===== src/rtl/gpca_cell_array.sv =====
// Registered 9-row add/subtract-shift cellular array: multiply/square by accumulation,
// divide/square root by restoring subtraction. Two-cycle latency, one operation per cycle.
module gpca_cell_array (
    input  logic        clk,
    input  logic        rst_n,
    input  logic        X,
    input  logic [8:0]  P,   // bit 8 is the MSB (row 1)
    input  logic [18:0] B,   // bit 18 is the MSB
    input  logic [18:0] C,   // bit 18 is the MSB, left-justified
    input  logic [17:0] A,
    output logic [8:0]  F,   // bit 8 is row 1's decision
    output logic [18:0] S
);

    logic        x_r;
    logic [8:0]  p_r;
    logic [18:0] b_r, c_r;
    logic [17:0] a_r;

    always_ff @(posedge clk or negedge rst_n) begin
        if (!rst_n) begin
            x_r <= 1'b0;
            p_r <= '0;
            b_r <= '0;
            c_r <= '0;
            a_r <= '0;
        end else begin
            x_r <= X;
            p_r <= P;
            b_r <= B;
            c_r <= C;
            a_r <= A;
        end
    end

    logic [18:0] cv;
    logic        fb;
    logic [8:0]  q;
    logic [39:0] term, tw, rem, acc;
    logic        bit_d;
    logic [8:0]  f_c;
    logic [18:0] s_c;

    always_comb begin
        // Cv drops the trailing zeros of the left-justified constant.
        cv = c_r;
        for (int k = 0; k < 18; k++)
            if (cv != '0 && !cv[0])
                cv = cv >> 1;
        fb    = |(b_r & ~c_r);
        q     = '0;
        term  = '0;
        tw    = '0;
        bit_d = 1'b0;
        f_c   = '0;
        rem   = {22'b0, a_r};
        acc   = {22'b0, a_r};
        for (int j = 0; j < 9; j++) begin
            // Row j+1: feedback rows fold the partial root/square into the term.
            if (fb) begin
                term = ({31'b0, q} << 2) + {21'b0, cv};
                tw   = term << (2 * (8 - j));
            end else begin
                term = {21'b0, cv};
                tw   = term << (8 - j);
            end
            if (x_r) begin
                bit_d = (rem >= tw);
                if (bit_d)
                    rem = rem - tw;
            end else begin
                bit_d = p_r[8-j];
                if (bit_d)
                    acc = acc + tw;
            end
            f_c[8-j] = bit_d;
            q        = {q[7:0], bit_d};
        end
        s_c = x_r ? rem[18:0] : acc[18:0];
    end

    always_ff @(posedge clk or negedge rst_n) begin
        if (!rst_n) begin
            F <= '0;
            S <= '0;
        end else begin
            F <= f_c;
            S <= s_c;
        end
    end

endmodule


===== config.mk =====
export PLATFORM = sky130hd
export DESIGN_NAME = gpca_cell_array
export DESIGN_NICKNAME = d
export VERILOG_FILES = /design/src/rtl/gpca_cell_array.sv
export SDC_FILE = /design/constraint.sdc
export NUM_CORES = 1
export LEC_CHECK = 0
export CAP_MARGIN = 40
export CORE_ASPECT_RATIO = 1.5
export CORE_MARGIN = 2
export CORE_UTILIZATION = 30
export DETAILED_ROUTE_END_ITERATION = 7
export GPL_TIMING_DRIVEN = 0
export MAX_ROUTING_LAYER = met4
export SYNTH_ARGS = -nofsm -noshare
export SYNTH_HDL_FRONTEND = slang
export SYNTH_SLANG_ARGS = --single-unit

===== constraint.sdc =====
create_clock -name clk -period 91.8 [get_ports clk]
set_clock_uncertainty 0.1 [all_clocks]
set_input_delay 18.36 -clock clk [delete_from_list [all_inputs] [get_ports clk]]
set_output_delay 18.36 -clock clk [all_outputs]
set_load 0.05 [all_outputs]

==> results of run 1 <==
synth_stat cells, types with 50 or more instances:
library cell | n | area (um2)
ha_1 | 355 | 4442
xor2_1 | 93 | 814.5
mux2i_1 | 63 | 630.6
nor2_1 | 458 | 1719
and2_1 | 51 | 319.1
a21oi_1 | 420 | 2102
inv_1 | 350 | 1314
clkbuf_1 | 126 | 473.0
o21bai_1 | 102 | 765.7
nor3_1 | 94 | 470.5
nand4_1 | 58 | 362.9
a21o_1 | 115 | 863.3
nand3_1 | 100 | 500.5
dfrtp_1 | 94 | 2352
o31ai_1 | 50 | 375.4
nand2_1 | 546 | 2049
xnor2_1 | 305 | 2671
o21ai_0 | 367 | 1837
cell type report:
type	count	area, um2
repair buffers	134	1311
fillers	11480	69300
well taps	1396	1747
plain buffers	180	758.2
flip-flops and latches	94	2352
clock inverters	7	83.83
multi-input cells	3992	27010
clock buffers	9	225.2
inverters	358	1344
critical path: cells and delay by family, from the launching register on:
family,cells,cell delay [ps]
muxes,2,780
adders and majority gates,23,8040
xor gates and xnor gates,4,660
and+or+nand+nor,69,18000
DFF,1,390
AOI/OAI and AO/OA,124,28150
buffers and inverters,45,13350
stage by stage:
stage,cells,cell area (um2),setup WS (ps),hold WS (ps)
after floorplan,4624,31450,42460,469.4
after global placement,6115,34150,20710,641.3
after detailed placement,6152,34510,22860,620.3
after CTS,6168,34820,22690,657.0
after global routing,6170,34840,18580,689.6
final,6170,34840,21900,671.6
worst max-delay path by stage:
stage,end
after global placement,S[16]$_DFF_PN0_
final,S[16]$_DFF_PN0_
after CTS,S[16]$_DFF_PN0_
after global routing,S[7]$_DFF_PN0_
after floorplan,S[1]$_DFF_PN0_
after detailed placement,S[16]$_DFF_PN0_
cell families after synthesis:
logic type | share of synthesized area
xor gates and xnor gates | 0.1124
buffers and inverters | 0.06684
AOI/OAI and AO/OA | 0.3072
adders and majority gates | 0.1584
DFF | 0.07479
and+or+nand+nor | 0.2432
muxes | 0.03708
where the power goes:
group          internal, uW  switching, uW  total (uW)
clock                  19.5           21.6        41.1
sequential             47.7           2.76        50.5
combinational           204            305         509
registers in the layout, indices dropped and copies added (netlist names):
name	count
S	19
F	9
a_r	18
x_r	1
c_r	19
p_r	9
b_r	19
routing by layer:
metal  up-vias  wire length (um)  global-route usage
li1      16850                 -                   -
met1     16550             49610              0.2562
met2      1215             70650              0.4614
met3       466              6059             0.02517
met4         0             11090              0.1750
met5         -                 0                   -
==> summary.txt, run 1 <==
Worst setup path
  • CP peak stage delay: 870 ps
  • FF-to-FF setup slack: 21900 ps
  • FF-to-FF path depth: 267
  • CP startpoint: c_r[0]$_DFF_PN0_
  • Reg2reg start: c_r[0]$_DFF_PN0_
  • Slowest cell on crit path: nor4_1
  • CP arrival: between 70000 and 80000 ps
  • Setup crit start kind: flip-flop
  • CP Class: flip-flop to flip-flop
  • Crit path max fanout: 12
  • RR Endpoint: S[16]$_DFF_PN0_
  • WP data required: 91980 ps
  • CP Capture Type: flip-flop
  • Most used cell, CP: a21oi_1

STA
  • RSZ-0062 raised after global routing: false
  • Setup violations, final: 0
  • Slew Limit Fails: 0
  • Setup TNS: 0 ps
  • Final hold violations: 0
  • Fmax: 0.01431 GHz
  • Final Critical Period: 69900 ps
  • Relative slew slack: 0.3462
  • Worst-margin pin slew: 980.7 ps
  • Final period utilization: 0.7614

Place
  • Number of port buffers: 95
  • Routability cong.: 1.036
  • Post-DP HPWL: about 120000 um

Final layout
  • Most frequent cells in the layout: 546 x nand2_1, 457 x nor2_1, 419 x a21oi_1
  • Ant diodes: 0
  • Final core occ: 0.3345
  • Most common cell after layout, fill and taps aside: nand2_1
  • NumNets Final: 5217
  • Area grow syn2layout: 10.77%
  • Layout cells sized above 1: 0.05258

Routing
  • DRT Pass-1 Iters: 6
  • WL/cell: 22.27 um
  • Total Routed Length: 137400 um
  • DRC errors left: 0
  • Detailed-route via count: ~35000
  • Number of vias per cell: 5.686
  • Remaining antenna violation count after routing: 0
  • Drt first-iter violations: 2380

Floorplan
  • Full die area: 107500 um2
  • IO Pins: 96
  • Core ar.: 104100 um2
  • Die Wd: 268.4 um
  • Num rows: 145
  • Initial Util: 0.3020
  • Die Y-Extent: between 400 and 500 um

Synth
  • Syn Nets: 5072
  • Seq/Total Area, Yosys: 0.07479
  • Ys flop type: dfrtp_1
  • Mapped Area: 31450 um2
  • Netlist cell types: 122
  • Cells after Synth: 4624
  • Fraction of registers with async set/reset: 1.000
  • Ys Warns: 0
  • Post-synth EDFFs: 0
  • Mean area per synthesized cell: 6.802 um2
  • Count of state elements after synthesis: 94

Clock network
  • Clk root buf: clkbuf_16
  • Clock-pin slew on the worst setup and hold paths: 90 ps
  • CTS tree: done
  • CTS H-tree depth: 3
  • CTS resizes: 0
  • CTS Buffer Depth: 2
  • CTS buffer count: 9
  • CTS Sinks: 94
  • Post-CTS Repair Setup Buffers: 0
  • Clock Latency Late Sink: 420 ps
  • Cts hold-fix bufs: 0

Worst hold path
  • Worst hold endpoint: S[0]$_DFF_PN0_
  • Worst hold path depth: 2
  • HP Start: a_r[0]$_DFF_PN0_
  • Worst min path class: flip-flop to flip-flop

Pwr
  • Peak supply drop: 0.01307 mV
  • LEAKAGE: between 0.015 and 0.02 uW
  • PD cells: 17.24 nW/um2
  • Tot Pwr: 600.4 uW

GRT
  • Initial antenna violation count: 1
  • First-pass GRT wire length: about 200000 um
  • Largest net degree at the start of global routing: 66
  • Gr usage total: 0.2553
  • Vias in the first global route: 34400
  • GR Overflow Total: 0

Run status
  • Outcome: completed

Run
  • Max-cap viol count: 0
(Power assumes the default switching activity.)
==> inputs of run 2 (changes only) <==
==> constraint.sdc (replaced) <==
create_clock -name clk -period 56 [get_ports clk]
set_clock_uncertainty 0.1 [all_clocks]
set_input_delay 11.2 -clock clk [delete_from_list [all_inputs] [get_ports clk]]
set_output_delay 11.2 -clock clk [all_outputs]
set_load 0.05 [all_outputs]
==> run 2 against run 1 <==
- hold slack worse by 10 ps
- power rose by 67%
- clock power grew 64%
- maximum frequency grew 31%
- combinational power grew 68%
- count of clock-buffer cells in the layout unchanged
- routed wire length grew 0.42%
- core utilization grew 1.2 points
- global-route usage is 0.13 points higher
==> summary.txt, run 2 (synthesis gave the netlist of run 1 again) <==
Routing
  • DRC errors left: 0 (unchanged)
  • Detailed-route via count: 35340 (+0.74%)
  • Drt first-iter violations: 2521 (+5.9%)
  • Total Routed Length: 138000 um (+0.42%)
  • Remaining antenna violation count after routing: 0 (unchanged)
  • DRT Pass-1 Iters: 7 (+1)
  • Number of vias per cell: 5.705 (+0.35%)
  • WL/cell: 22.28 um (about the same)

STA
  • WHS: 661.3 ps (-10.28 ps)
  • Final Critical Period: 53450 ps (-16450 ps)
  • Worst-margin pin slew: 978.1 ps (-2.587 ps)
  • Setup violations, final: 0 (unchanged)
  • Final setup margin: 2550 ps (-19350 ps)
  • Final period utilization: 0.9545 (+0.1930)
  • Relative slew slack: 0.3410 (-0.005166)
  • Fmax: 0.01871 GHz (+31%)
  • Slew Limit Fails: 0 (unchanged)
  • Final hold violations: 0 (unchanged)

Run
  • Max-cap viol count: 0 (unchanged)

Clock network
  • CTS buffer count: 9 (unchanged)
  • CTS Sinks: 94 (unchanged)
  • CTS Buffer Depth: 2 (unchanged)
  • CTS H-tree depth: 3 (unchanged)
  • CTS tree: done
  • Clock-pin slew on the worst setup and hold paths: 90 ps (about the same)
  • Cts hold-fix bufs: 0 (unchanged)
  • Clock Latency Late Sink: 420 ps (about the same)
  • Clk root buf: clkbuf_16

Final layout
  • Biggest regs: S: 19 flops, b_r: 19 flops, c_r: 19 flops
  • NumNets Final: 5241 (+0.46%)
  • Area grow syn2layout: 14.62%
  • Final core occ: 0.3462 (+0.01165)
  • Most common cell after layout, fill and taps aside: nand2_1
  • Ant diodes: 0 (unchanged)
  • Layout cells sized above 1: 0.09108 (+0.03850)
  • Most frequent cells in the layout: 530 x nand2_1, 443 x nor2_1, 390 x a21oi_1

Worst setup path
  • CP Class: flip-flop to flip-flop
  • Crit path max fanout: 19 (+7)
  • FF-to-FF path depth: 264 (-1.1%)
  • Most used cell, CP: a21oi_1
  • WP data required: 56200 ps (-35780 ps)
  • CP Capture Type: flip-flop
  • RR Endpoint: S[18]$_DFF_PN0_
  • CP peak stage delay: 590 ps (-280 ps)
  • FF-to-FF setup slack: 2550 ps (-19350 ps)
  • Slowest cell on crit path: or4_1
  • Setup crit start kind: flip-flop
  • Reg2reg start: c_r[0]$_DFF_PN0_
  • CP arrival: 53650 ps (-16420 ps)

Place
  • Routability cong.: 1.036 (unchanged)
  • Post-DP HPWL: 117300 um (unchanged)
  • Pre-CTS setup slack: -12940 ps (-35800 ps)
  • Number of port buffers: 95 (unchanged)

Pwr
  • LEAKAGE: 0.01578 uW (+2.8%)
  • PD cells: 27.87 nW/um2 (+62%)
  • Peak supply drop: 0.02225 mV (+70%)

Floorplan
  • IO Pins: 96 (unchanged)
  • Die Y-Extent: 400.6 um (unchanged)
  • Full die area: 107500 um2 (unchanged)
  • Die Wd: 268.4 um (unchanged)
  • Initial Util: 0.3020 (unchanged)
  • Num rows: 145 (unchanged)
  • Core ar.: 104100 um2 (unchanged)

GRT
  • Largest net degree at the start of global routing: 66 (unchanged)
  • GR Overflow Total: 0 (unchanged)
  • Initial antenna violation count: 1 (unchanged)
  • Gr usage total: 0.2565 (+0.001287)
  • Vias in the first global route: 34660 (+0.76%)
  • First-pass GRT wire length: 204800 um (+0.47%)

Worst hold path
  • HP Start: a_r[0]$_DFF_PN0_
  • Worst min path class: flip-flop to flip-flop
  • Worst hold path depth: 2 (unchanged)
  • Worst hold endpoint: S[0]$_DFF_PN0_

Run status
  • Outcome: completed
==> run 2: worst max-delay path: cells and delay by family (launching register included) <==
family	cells	cell delay, ps
AOI/OAI and AO/OA	125	24670
xor gates and xnor gates	6	720
adders and majority gates	22	7250
buffers and inverters	40	7370
DFF	1	350
muxes	1	320
and+or+nand+nor	70	12310
==> run 2: repair_timing <==
item	CTS	global route
gates resized for setup	158	118
gates cloned	0	0
buffers inserted	17	16
setup endpoints to repair	22	20
pin swaps	15	19
==> run 2: worst max-delay path by stage <==
stage / startpoint / to / slack [ps] / cells past startpoint
CTS: c_r[17]$_DFF_PN0_ / S[0]$_DFF_PN0_ / 3 / 270
global placement: c_r[0]$_DFF_PN0_ / S[16]$_DFF_PN0_ / -15090 / 263
detailed placement: c_r[0]$_DFF_PN0_ / S[16]$_DFF_PN0_ / -12940 / 267
global route: c_r[2]$_DFF_PN0_ / S[18]$_DFF_PN0_ / -60 / 278
floorplan: c_r[2]$_DFF_PN0_ / S[1]$_DFF_PN0_ / 6660 / 261
finish: c_r[0]$_DFF_PN0_ / S[18]$_DFF_PN0_ / 2550 / 264
==> run 2: through the flow <==
| stage | TNS, ps | instance area [um2] | cells | total power [uW] |
|---|---|---|---|---|
| after floorplan | 0 | 31450 | 4624 | 705.5 |
| after global placement | -313920 | 34150 | 6115 | 891.7 |
| after detailed placement | -267170 | 34510 | 6152 | 904.8 |
| after CTS | 0 | 35490 | 6182 | 988.5 |
| after global routing | -147.1 | 36050 | 6194 | 1094 |
| final | 0 | 36050 | 6194 | 1005 |
==> run 2: per-layer routing <==
metal  up-vias  track usage  wire length [um]
met5         -            -                 0
met3       492      0.02542              5410
met2      1185       0.4621             70600
met1     16750       0.2572             50420
met4         0       0.1797             11550
li1      16910            -                 -
==> run 2: area by class of cell <==
cell class	count	area, um2
Inverter	358	1361
Buffer	171	818.3
Timing Repair Buffer	167	1574
Clock buffer	9	225.2
Fill cell	11400	68090
Clock inverter	7	83.83
Tap cell	1396	1747
Multi-Input combinational cell	3992	27880
Sequential cell	94	2356
==> run 2: where the power goes <==
part	switching (uW)	leakage (uW)	total, uW	internal (uW)
sequential	5.01	0.00110	83.2	78.2
clock	35.3	0.000151	67.3	32.0
combinational	510	0.0145	854	344
total	550	0.0158	1000	454
